[config.mk]
export PLATFORM = sky130hd
export DESIGN_NAME = graphics_maze_writer_flat
export DESIGN_NICKNAME = d
export VERILOG_FILES = /design/src/rtl/graphics_pkg.sv /design/src/rtl/graphics_maze_writer_if.sv /design/src/rtl/graphics_maze_tile_counter.sv /design/src/rtl/graphics_maze_writer.sv /design/src/flat_wrapper.sv
export SDC_FILE = /design/constraint.sdc
export NUM_CORES = 1
export LEC_CHECK = 0
export ABC_CLOCK_PERIOD_IN_PS = 2700
export CAP_MARGIN = 20
export CORE_MARGIN = 5
export CORE_UTILIZATION = 35
export CTS_BUF_LIST = sky130_fd_sc_hd__clkbuf_4
export DETAILED_ROUTE_END_ITERATION = 12
export SYNTH_ARGS = -nofsm -noshare
export SYNTH_HDL_FRONTEND = slang
export SYNTH_HIERARCHICAL = 1
export SYNTH_SLANG_ARGS = --single-unit
export TNS_END_PERCENT = 100
[constraint.sdc]
create_clock -name clk -period 2.7 [get_ports clk]
set_input_delay 0.27 -clock clk [delete_from_list [all_inputs] [get_ports clk]]
set_output_delay 0.27 -clock clk [all_outputs]
set_load 0.005 [all_outputs]
[src/rtl/graphics_pkg.sv]
// Shared constants, FSM state type and the pattern-to-colour mapping
// for the maze background writer.
package graphics_pkg;
    localparam int TILE_PX     = 8;
    localparam int TILE_ADDR_W = 10;
    localparam int TILE_ID_W   = 6;
    localparam int PAT_ADDR_W  = 12;
    localparam int WR_ADDR_W   = 16;
    localparam int COLOR_W     = 8;

    // RGB332 palette
    localparam logic [COLOR_W-1:0] BLK = 8'h00;
    localparam logic [COLOR_W-1:0] WHT = 8'hFF;
    localparam logic [COLOR_W-1:0] CRM = 8'hFE;
    localparam logic [COLOR_W-1:0] PNK = 8'hEF;
    localparam logic [COLOR_W-1:0] BLU = 8'h03;

    typedef enum logic [2:0] {IDLE, FETCH, WAIT, DRAW, DONE} state_e;

    function automatic logic [COLOR_W-1:0] pat_color(input logic [1:0] pat,
                                                     input logic [COLOR_W-1:0] wall);
        case (pat)
            2'd0:    pat_color = BLK;
            2'd1:    pat_color = wall;
            2'd2:    pat_color = CRM;
            default: pat_color = PNK;
        endcase
    endfunction
endpackage

[src/rtl/graphics_maze_writer_if.sv]
// Memory-side bus of the maze writer: tile-map read, pattern ROM read and
// frame-buffer write ports.
interface graphics_maze_writer_if;
    import graphics_pkg::*;

    logic [TILE_ADDR_W-1:0] tile_addr;
    logic [TILE_ID_W-1:0]   tile_id;
    logic [PAT_ADDR_W-1:0]  pat_addr;
    logic [1:0]             pat_data;
    logic                   wr_en;
    logic [WR_ADDR_W-1:0]   wr_addr;
    logic [COLOR_W-1:0]     wr_data;
    logic                   wr_bank;
    logic                   front_bank;

    modport master (
        output tile_addr, pat_addr, wr_en, wr_addr, wr_data, wr_bank, front_bank,
        input  tile_id, pat_data
    );

    modport slave (
        input  tile_addr, pat_addr, wr_en, wr_addr, wr_data, wr_bank, front_bank,
        output tile_id, pat_data
    );
endinterface

[src/rtl/graphics_maze_tile_counter.sv]
// Pixel/tile scan counters: px fastest, then py, then col, then row.
// Everything wraps back to zero after the last pixel of the last tile.
module graphics_maze_tile_counter #(
    parameter int COLS = 30,
    parameter int ROWS = 33,
    parameter int CW   = (COLS > 1) ? $clog2(COLS) : 1,
    parameter int RW   = (ROWS > 1) ? $clog2(ROWS) : 1
) (
    input  logic          clk,
    input  logic          rst,
    input  logic          step_i,
    output logic [2:0]    px_o,
    output logic [2:0]    py_o,
    output logic [RW-1:0] row_o,
    output logic          px_last_o,
    output logic          tile_end_o,
    output logic          col_last_o,
    output logic          frame_end_o
);
    logic [2:0]    px_q, py_q;
    logic [CW-1:0] col_q;
    logic [RW-1:0] row_q;
    logic          py_last, row_last;

    assign px_last_o   = (px_q == 3'd7);
    assign py_last     = (py_q == 3'd7);
    assign col_last_o  = (col_q == CW'(COLS - 1));
    assign row_last    = (row_q == RW'(ROWS - 1));
    assign tile_end_o  = px_last_o && py_last;
    assign frame_end_o = tile_end_o && col_last_o && row_last;

    assign px_o  = px_q;
    assign py_o  = py_q;
    assign row_o = row_q;

    always_ff @(posedge clk) begin
        if (rst) begin
            px_q  <= '0;
            py_q  <= '0;
            col_q <= '0;
            row_q <= '0;
        end else if (step_i) begin
            px_q <= px_q + 3'd1;
            if (px_last_o) begin
                py_q <= py_q + 3'd1;
                if (py_last) begin
                    col_q <= col_last_o ? '0 : col_q + CW'(1);
                    if (col_last_o)
                        row_q <= row_last ? '0 : row_q + RW'(1);
                end
            end
        end
    end
endmodule

[src/rtl/graphics_maze_writer.sv]
// Redraws the maze background tile by tile into the back buffer of a
// double-buffered, column-major frame RAM, then swaps banks.
module graphics_maze_writer
    import graphics_pkg::*;
#(
    parameter int COLS = 30,
    parameter int ROWS = 33,
    parameter int YPIX = ROWS * 8
) (
    input  logic                   clk,
    input  logic                   rst,
    input  logic                   frame_start,
    input  logic [COLOR_W-1:0]     wall_color,
    graphics_maze_writer_if.master mem,
    output logic                   busy,
    output logic                   done,
    output logic                   overrun
);
    localparam int RW = (ROWS > 1) ? $clog2(ROWS) : 1;
    localparam logic [WR_ADDR_W-1:0] X_STEP   = WR_ADDR_W'(YPIX);
    localparam logic [WR_ADDR_W-1:0] COL_STEP = WR_ADDR_W'(TILE_PX * YPIX);

    state_e                 state_q, state_d;
    logic                   drain_q, drain_d;
    logic                   issue;
    logic [TILE_ID_W-1:0]   tile_id_q;
    logic [TILE_ADDR_W-1:0] tile_idx_q;
    logic [WR_ADDR_W-1:0]   colbase_q, xoff_q, pix_addr, wr_addr_q;
    logic [COLOR_W-1:0]     wr_data_q, pix_color;
    logic                   wr_en_q, wr_bank_q, overrun_q;

    logic [2:0]    px, py;
    logic [RW-1:0] row;
    logic          px_last, tile_end, col_last, frame_end;

    graphics_maze_tile_counter #(.COLS(COLS), .ROWS(ROWS), .RW(RW)) u_cnt (
        .clk        (clk),
        .rst        (rst),
        .step_i     (issue),
        .px_o       (px),
        .py_o       (py),
        .row_o      (row),
        .px_last_o  (px_last),
        .tile_end_o (tile_end),
        .col_last_o (col_last),
        .frame_end_o(frame_end)
    );

    // Column-major address: column base and x offset are running sums of
    // YPIX, so row*8+py is just a bit concatenation.
    assign pix_addr  = colbase_q + xoff_q + WR_ADDR_W'({row, py});
    assign pix_color = pat_color(mem.pat_data, wall_color);

    assign mem.tile_addr  = tile_idx_q;
    assign mem.pat_addr   = {tile_id_q, py, px};
    assign mem.wr_en      = wr_en_q;
    assign mem.wr_addr    = wr_addr_q;
    assign mem.wr_data    = wr_en_q ? pix_color : wr_data_q;
    assign mem.wr_bank    = wr_bank_q;
    assign mem.front_bank = ~wr_bank_q;

    assign busy    = (state_q != IDLE);
    assign done    = (state_q == DONE);
    assign overrun = overrun_q;

    always_comb begin
        state_d = state_q;
        drain_d = drain_q;
        issue   = 1'b0;
        case (state_q)
            IDLE:  if (frame_start) state_d = FETCH;
            FETCH: state_d = WAIT;
            WAIT:  state_d = DRAW;
            DRAW: begin
                // After the final pixel one more DRAW cycle lets its write
                // land before DONE, which must not carry a write.
                if (drain_q) begin
                    drain_d = 1'b0;
                    state_d = DONE;
                end else begin
                    issue = 1'b1;
                    if (tile_end) begin
                        if (frame_end) drain_d = 1'b1;
                        else           state_d = FETCH;
                    end
                end
            end
            DONE:    state_d = IDLE;
            default: state_d = IDLE;
        endcase
    end

    always_ff @(posedge clk) begin
        if (rst) begin
            state_q    <= IDLE;
            drain_q    <= 1'b0;
            tile_id_q  <= '0;
            tile_idx_q <= '0;
            colbase_q  <= '0;
            xoff_q     <= '0;
            wr_en_q    <= 1'b0;
            wr_addr_q  <= '0;
            wr_data_q  <= '0;
            wr_bank_q  <= 1'b0;
            overrun_q  <= 1'b0;
        end else begin
            state_q <= state_d;
            drain_q <= drain_d;
            wr_en_q <= issue;
            if (state_q == WAIT)
                tile_id_q <= mem.tile_id;
            if (issue) begin
                wr_addr_q <= pix_addr;
                xoff_q    <= px_last ? '0 : xoff_q + X_STEP;
                if (tile_end) begin
                    tile_idx_q <= frame_end ? '0 : tile_idx_q + TILE_ADDR_W'(1);
                    colbase_q  <= col_last ? '0 : colbase_q + COL_STEP;
                end
            end
            if (wr_en_q)
                wr_data_q <= pix_color;
            if (state_d == DONE)
                wr_bank_q <= ~wr_bank_q;
            if (frame_start && state_q != IDLE)
                overrun_q <= 1'b1;
        end
    end
endmodule
[src/flat_wrapper.sv]
// flat-port wrapper written by rule: the top's interface ports become plain ports
module graphics_maze_writer_flat import graphics_pkg::*;
#(
    parameter int COLS = 30,
    parameter int ROWS = 33,
    parameter int YPIX = ROWS * 8
)
  (clk, rst, frame_start, wall_color, busy, done, overrun, mem_tile_addr, mem_pat_addr, mem_wr_en, mem_wr_addr, mem_wr_data, mem_wr_bank, mem_front_bank, mem_tile_id, mem_pat_data);
  graphics_maze_writer_if mem_i ();
  input  logic clk;
  input  logic rst;
  input  logic frame_start;
  input  logic [COLOR_W-1:0] wall_color;
  output logic busy;
  output logic done;
  output logic overrun;
  output wire logic [$bits(mem_i.tile_addr)-1:0] mem_tile_addr;
  output wire logic [$bits(mem_i.pat_addr)-1:0] mem_pat_addr;
  output wire logic [$bits(mem_i.wr_en)-1:0] mem_wr_en;
  output wire logic [$bits(mem_i.wr_addr)-1:0] mem_wr_addr;
  output wire logic [$bits(mem_i.wr_data)-1:0] mem_wr_data;
  output wire logic [$bits(mem_i.wr_bank)-1:0] mem_wr_bank;
  output wire logic [$bits(mem_i.front_bank)-1:0] mem_front_bank;
  input wire logic [$bits(mem_i.tile_id)-1:0] mem_tile_id;
  input wire logic [$bits(mem_i.pat_data)-1:0] mem_pat_data;
  assign mem_tile_addr = mem_i.tile_addr;
  assign mem_pat_addr = mem_i.pat_addr;
  assign mem_wr_en = mem_i.wr_en;
  assign mem_wr_addr = mem_i.wr_addr;
  assign mem_wr_data = mem_i.wr_data;
  assign mem_wr_bank = mem_i.wr_bank;
  assign mem_front_bank = mem_i.front_bank;
  assign mem_i.tile_id = mem_tile_id;
  assign mem_i.pat_data = mem_pat_data;
  graphics_maze_writer #(.COLS(COLS), .ROWS(ROWS), .YPIX(YPIX)) u_core (.clk(clk), .rst(rst), .frame_start(frame_start), .wall_color(wall_color), .mem(mem_i), .busy(busy), .done(done), .overrun(overrun));
endmodule
==> results of run 1 <==
[where the power goes]
group          total [W]  leakage [nW]  internal [W]  switching [W]
logic           0.000193          1.34     0.0000991      0.0000938
clock network   0.000736        0.0700      0.000282       0.000454
registers        0.00132         0.702       0.00130      0.0000169
total            0.00225          2.11       0.00169       0.000565
[synth_stat cells, drive strengths merged (8+ instances only)]
cell type and n:
a21oi 48, buf 13, clkbuf 15, dfxtp 87, ha 34, inv 13, mux2i 9, nand2 48
nand3 12, nand4 11, nor2 68, nor2b 9, nor3 14, o21ai 17, or3 8, xnor2 24
xor2 20
[sequential cells by signal, summed over array words and instances, names as in the netlist]
signal / cells
u_core/tile_id_q: 6
u_core/colbase_q: 10
u_core/xoff_q: 13
u_core/wr_data_q: 8
u_core/u_cnt/px_o: 3
u_core/u_cnt/col_q: 5
u_core/state_q: 3
u_core/mem.tile_addr: 10
u_core/u_cnt/py_o: 3
u_core/overrun: 1
u_core/u_cnt/row_o: 6
u_core/mem.wr_addr: 16
u_core/mem.wr_en: 1
u_core/drain_q: 1
u_core/mem.wr_bank: 1
[critical path: stages (launching register included)]
cell and delay, ns:
dfxtp_1 0.48, fa_1 0.44, ha_1 0.41, a21oi_1 0.27, o21ai_0 0.17, a21oi_1 0.28, nor4_1 0.09, a221o_1 0.26
[worst max-delay path by stage]
stage,startpoint,to,slack (ns),depth (start not counted)
finish,u_core/colbase_q[8],u_core/mem.wr_addr[11],0.20,7
global route,u_core/xoff_q[7],u_core/mem.wr_addr[14],0.004,7
CTS,u_core/xoff_q[5],u_core/mem.wr_addr[10],0.21,7
detailed placement,u_core/xoff_q[5],u_core/mem.wr_addr[10],0.23,7
global placement,u_core/xoff_q[5],u_core/mem.wr_addr[10],0.27,7
floorplan,u_core/colbase_q[8],u_core/mem.wr_addr[13],0.37,8
[layout make-up]
class	instances	area share, %
Sequential cell	87	31.28
Multi-Input combinational cell	401	47.78
Clock buffer	9	1.213
Timing Repair Buffer	79	13.71
Tap cell	172	3.865
Inverter	13	0.8764
Clock inverter	7	1.281
[through the flow]
stage	power [W]	setup WS, ns
3_3_place_gp	0.001541	0.2713
2_1_floorplan	0.001452	0.3711
6_report	0.002251	0.2030
5_1_grt	0.002359	0.003627
3_5_place_dp	0.001544	0.2331
4_1_cts	0.002286	0.2097
[layer usage]
| metal | track usage (%) | up-vias |
|---|---|---|
| met1 | 16.91 | 1787 |
| met5 | 0 | - |
| li1 | - | 1967 |
| met2 | 23.16 | 77 |
| met4 | 3.804 | 0 |
| met3 | 3.688 | 12 |
[kinds of logic (layout without fill, tap and decap cells)]
group / Yosys count / after routing
muxes: 10 / 10
xor gates and xnor gates: 44 / 44
buffers and inverters: 41 / 108
AOI/OAI and AO/OA: 99 / 99
DFF: 87 / 87
adders and majority gates: 38 / 38
and+or+nand+nor: 206 / 206
other: 1 / 4
==> reports/qor.yml, run 1 <==
synth:
  synthCells: 526
  synth_area_leader_cell: "dfxtp_1"
  netlist_area_mm2: 0.004582
  synth-edff-count: 0
  synth_fa_ha_area_share_pct: 11.03
  synth-simple-area-share_pct: 22.23
  synth-xor-area-share_pct: 8.411
  syn-mean-instance-area_um2: 8.711
  synth_flop_cell: "dfxtp_1"
  synth_compound_area_share_pct: 13.84
  synth.area.top_cells: "dfxtp_1, ha_1, nor2_1, a21oi_1, xnor2_1"
  ys_ff_latch: 87
  synth_top_family_by_area: "simple AND/OR/NAND/NOR gates"
  yosys_warnings: 6
  synth.top_cell.area_share_pct: 38.01
  ys_types: 59
  ys_seq_area_share_pct: 38.01
  synthArstFlopShare_pct: 0
  muxShareOfSynthArea_pct: 2.212
die:
  initial_utilization_pct: 36.01
  coreArea_mm2: 0.01272
  die_h_um: 124.4
  die_area_mm2: 0.01548
  num_rows: 41
  dieWidth_um: 124.4
  pin_count: 71
pwr:
  peakVddDrop_mv: 0.2023
  p_leak_nw: 2.110
  p_per_area_mw_per_mm2: 404.2
cts:
  clk_path_buf_depth: 2
  insertion_delay_ns: 0.43
  cts_root_buffer: "clkbuf_4"
  cts_hold_buf: 0
  cts.clk_slew.worst_paths_ns: 0.14
  cts_tree: "done"
  cts.sinks: 87
  cts-htree-levels: 3
  postCtsSetupRepairBufs: 0
  ctsResizeCount: 0
  cts_inserted_buffers: 9
sta:
  rsz0062_at_grt: "no"
  setup_viol: 0
  tns_ns: 0
  hold_ws_ns: 0.3120
  max_freq_mhz: 400.5
  relSlewSlack_pct: 62.08
  max_slew.worst_pin.slew_ns: 0.5688
  finalCritPeriodShare_pct: 92.48
  period_needed_ns: 2.497
  drv_slew: 0
  finalHoldViolations: 0
  skew_ns: 0.01572
final_layout:
  multi_input_area_mm2: 0.002660
  syn_to_final_growth_pct: 21.52
  final_cells: 768
  fin_nets: 648
  mostFrequentLayoutCell: "dfxtp_1"
  n_antenna_cell: 0
  utilization_pct: 43.76
  final_layout_size_suffix_gt1_share_pct: 6.040
  final_cell_mix: "dfxtp_1, clkdlybuf4s50_1, nor2_1"
  n_fill_cell: 1296
  final_area_mm2: 0.005568
  seq_area_mm2: 0.001742
run:
  max_cap_violations: 0
setup_path:
  start_kind: "register"
  path_class: "register to register"
  worstPathRequired_ns: 3.03
  end_kind: "register"
  reg2reg_depth: 7
  r2r_slack_ns: 0.20
  crit_arrival_ns: 2.83
  regToRegStartpoint: "u_core/colbase_q[8]"
  r2r-end: "u_core/mem.wr_addr[11]"
  crit_fanout: 9
placement:
  dp.cells: 752
  place_area_mm2: 0.005429
  io_buffers: 70
  place_congestion: 0.8243
  dp.final_hpwl_um: 8166
grt:
  grt_max_degree: 29
  grt_pass1_vias: 3792
  grt_pass1_wl_um: 18130
  antenna_found_initial: 0
  grt_usage_pct: 13.61
  grt-ovfl-total: 0
route:
  ant_nets: 0
  vias: 3843
  met2_length_um: 4957
  wl_met3_um: 463
  drcViolationCount: 0
  drt-met1-wl_um: 5004
  post_drt_wl_per_cell_um: 13.79
  drt-vias-per-instance: 5.004
  highest_layer: "met4"
  wirelength_um: 10590
  drt-pass1-iter-count: 4
  drt_iter0_drc: 130
hold_path:
  min_from: "rst"
  hold_path_end: "u_core/u_cnt/py_o[0]"
  whs_path_depth: 2
  hold_class: "input pin to register"
status:
  status: "finished clean"
(Power assumes the default switching activity.)
==> run 2: changes to the inputs <==
--- a/config.mk
+++ b/config.mk
@@ -11,6 +11,7 @@
 export CORE_UTILIZATION = 35
 export CTS_BUF_LIST = sky130_fd_sc_hd__clkbuf_4
 export DETAILED_ROUTE_END_ITERATION = 12
+export GPL_TIMING_DRIVEN = 0
 export SYNTH_ARGS = -nofsm -noshare
 export SYNTH_HDL_FRONTEND = slang
 export SYNTH_HIERARCHICAL = 1
==> reports/qor.yml, run 2 (same netlist as run 1, synthesis figures left out) <==
status:
  status: "finished clean"  # unchanged
cts:
  cts_inserted_buffers: 9  # unchanged
  cts.clk_slew.worst_paths_ns: 0.14  # about the same
  clk_path_buf_depth: 2  # unchanged
  cts_root_buffer: "clkbuf_4"  # unchanged
  insertion_delay_ns: 0.47  # was 0.43 ns
  cts_tree: "done"  # unchanged
  cts-htree-levels: 3  # unchanged
  cts.sinks: 87  # unchanged
  cts_hold_buf: 0  # unchanged
sta:
  period_needed_ns: 2.556  # was 2.497 ns
  setup_ws_ns: 0.1437  # was 0.2030 ns
  drv_slew: 0  # unchanged
  tns_ns: 0  # unchanged
  finalCritPeriodShare_pct: 94.68  # was 92.48%
  relSlewSlack_pct: 64.15  # was 62.08%
  hold_ws_ns: 0.3653  # was 0.3120 ns
  skew_ns: 0.02001  # was 0.01572 ns
  setup_viol: 0  # unchanged
  rsz0062_at_grt: "no"  # unchanged
  finalHoldViolations: 0  # unchanged
  max_slew.worst_pin.slew_ns: 0.5377  # was 0.5688 ns
  max_freq_mhz: 391.2  # was 400.5 MHz
pwr:
  p_per_area_mw_per_mm2: 402.2  # was 404.2 mW/mm²
  pwr-share-comb_pct: 8.8  # was 8.6%
  peakVddDrop_mv: 0.2985  # was 0.2023 mV
  p_leak_nw: 2.127  # was 2.110 nW
  net-switching-power_w: 0.0005820  # was 0.0005648 W
  switching_share_pct: 25.67  # was 25.10%
  clockPowerShare_pct: 33.0  # was 32.7%
  internal_power_w: 0.001685  # was 0.001686 W
  power_frac_seq_pct: 58.2  # was 58.7%
die:
  die_h_um: 124.4  # unchanged
  num_rows: 41  # unchanged
  coreArea_mm2: 0.01272  # unchanged
  die_area_mm2: 0.01548  # unchanged
  initial_utilization_pct: 36.01  # unchanged
  pin_count: 71  # unchanged
  dieWidth_um: 124.4  # unchanged
setup_path:
  path_class: "register to register"  # unchanged
  cp_slowest_cell: "dfxtp_1"  # unchanged
  worstPathRequired_ns: 3.07  # was 3.03 ns
  crit_arrival_ns: 2.93  # was 2.83 ns
  worstPathCellList: "ha_1 > ha_1 > a21o_1 > a31o_1 > o2111a_1 > or3_1 > a32o_1"  # was fa_1 > ha_1 > a21oi_1 > o21ai_0 > a21oi_1 > nor4_1 > a221o_1
  crit_fanout: 6  # was 9
  start_kind: "register"  # unchanged
  max_stage_delay_ns: 0.47  # was 0.48 ns
  crit_top_cell: "ha_1"  # was a21oi_1
  r2r_slack_ns: 0.14  # was 0.20 ns
  end_kind: "register"  # unchanged
route:
  vias: 3930  # was 3,843
  drt_iter0_drc: 152  # was 130
  drt-vias-per-instance: 5.013  # was 5.004
  drcViolationCount: 0  # unchanged
  drt-pass1-iter-count: 4  # unchanged
  ant_nets: 0  # unchanged
  wirelength_um: 11050  # was 10,590 µm
  post_drt_wl_per_cell_um: 14.09  # was 13.79 µm
final_layout:
  n_antenna_cell: 0  # unchanged
  final_layout_size_suffix_gt1_share_pct: 6.209  # was 6.040%
  final_area_mm2: 0.005635  # was 0.005568 mm²
  final_cell_mix: "dfxtp_1, clkdlybuf4s50_1, nor2_1"  # unchanged
  largest_reg_flops: 16  # unchanged
  syn_to_final_growth_pct: 22.99  # was 21.52%
  fin_nets: 664  # was 648
  mostFrequentLayoutCell: "dfxtp_1"  # unchanged
grt:
  grt-ovfl-total: 0  # unchanged
  grt_pass1_wl_um: 19050  # was 18,130 µm
  grt_usage_pct: 14.67  # was 13.61%
  grt_max_degree: 16  # was 29
  grt_pass1_vias: 3841  # was 3,792
  antenna_found_initial: 0  # unchanged
placement:
  io_buffers: 68  # was 70
  place_congestion: 0.8470  # was 0.8243
  dp.final_hpwl_um: 8563  # was 8166 µm
  place_area_mm2: 0.005489  # was 0.005429 mm²
  place_ws_ns: 0.04474  # was 0.2331 ns
hold_path:
  hold_class: "input pin to register"  # unchanged
run:
  max_cap_violations: 0  # unchanged
==> run 2: changes by cell type in the layout (fill, tap and decap cells not counted), sizes merged <==
cell	delta
clkbuf	+13
clkdlybuf4s50	-1
buf	+4
==> run 2: area by class of cell <==
type / instances / area (µm²)
Clock inverter: 7 / 71.32
Multi-Input combinational cell: 401 / 2666
Inverter: 13 / 48.80
Clock buffer: 9 / 67.56
Timing Repair Buffer: 69 / 688.2
Tap cell: 172 / 215.2
Fill cell: 1336 / 7087
Buffer: 26 / 136.4
Sequential cell: 87 / 1742
==> run 2: power by group through the flow <==
stage                     combinational (W)  sequential [W]  clock [W]
after floorplan                    0.000105         0.00135          0
after global placement             0.000199         0.00135          0
after detailed placement           0.000201         0.00135          0
after CTS                          0.000202         0.00132   0.000778
after global routing               0.000222         0.00132   0.000831
final                              0.000199         0.00132   0.000748
==> run 2: layer usage <==
metal / track usage, % / up-vias / routed length [µm]
met2: 24.55 / 92 / 5272
met4: 3.417 / 0 / 200
met1: 18.37 / 1821 / 4976
li1: - / 2003 / -
met3: 4.717 / 14 / 599
met5: 0 / - / 0
==> run 2: worst paths after layout <==
path                             to             startpoint  depth (start not counted)
max          u_core/mem.wr_addr[10]       u_core/xoff_q[5]                          7
min reg2reg   u_core/mem.wr_addr[7]  u_core/mem.wr_addr[7]                          2
max reg2reg  u_core/mem.wr_addr[10]       u_core/xoff_q[5]                          7
min             u_core/wr_data_q[2]        mem_pat_data[1]                          4
==> run 2: critical path, delay by kind of cell (launching register included) <==
| family | cells | cell delay (ns) |
|---|---|---|
| AO/OA/AOI/OAI | 4 | 0.99 |
| adder cells (fa/ha/maj) | 2 | 0.64 |
| flip-flops | 1 | 0.47 |
| AND/OR/NAND/NOR | 1 | 0.38 |
==> run 2: timing repair <==
item                       in CTS  in global routing
buffers inserted                0                  1
resized for setup               0                  5
setup endpoints to repair       0                 21
==> run 2: stage by stage <==
step           instances  power, W  utilization, %
2_1_floorplan        529  0.001452               -
3_3_place_gp         769  0.001546           43.15
3_5_place_dp         769  0.001550           43.15
4_1_cts              785  0.002300           44.24
5_1_grt              784  0.002377           44.30
6_report             784  0.002267           44.30
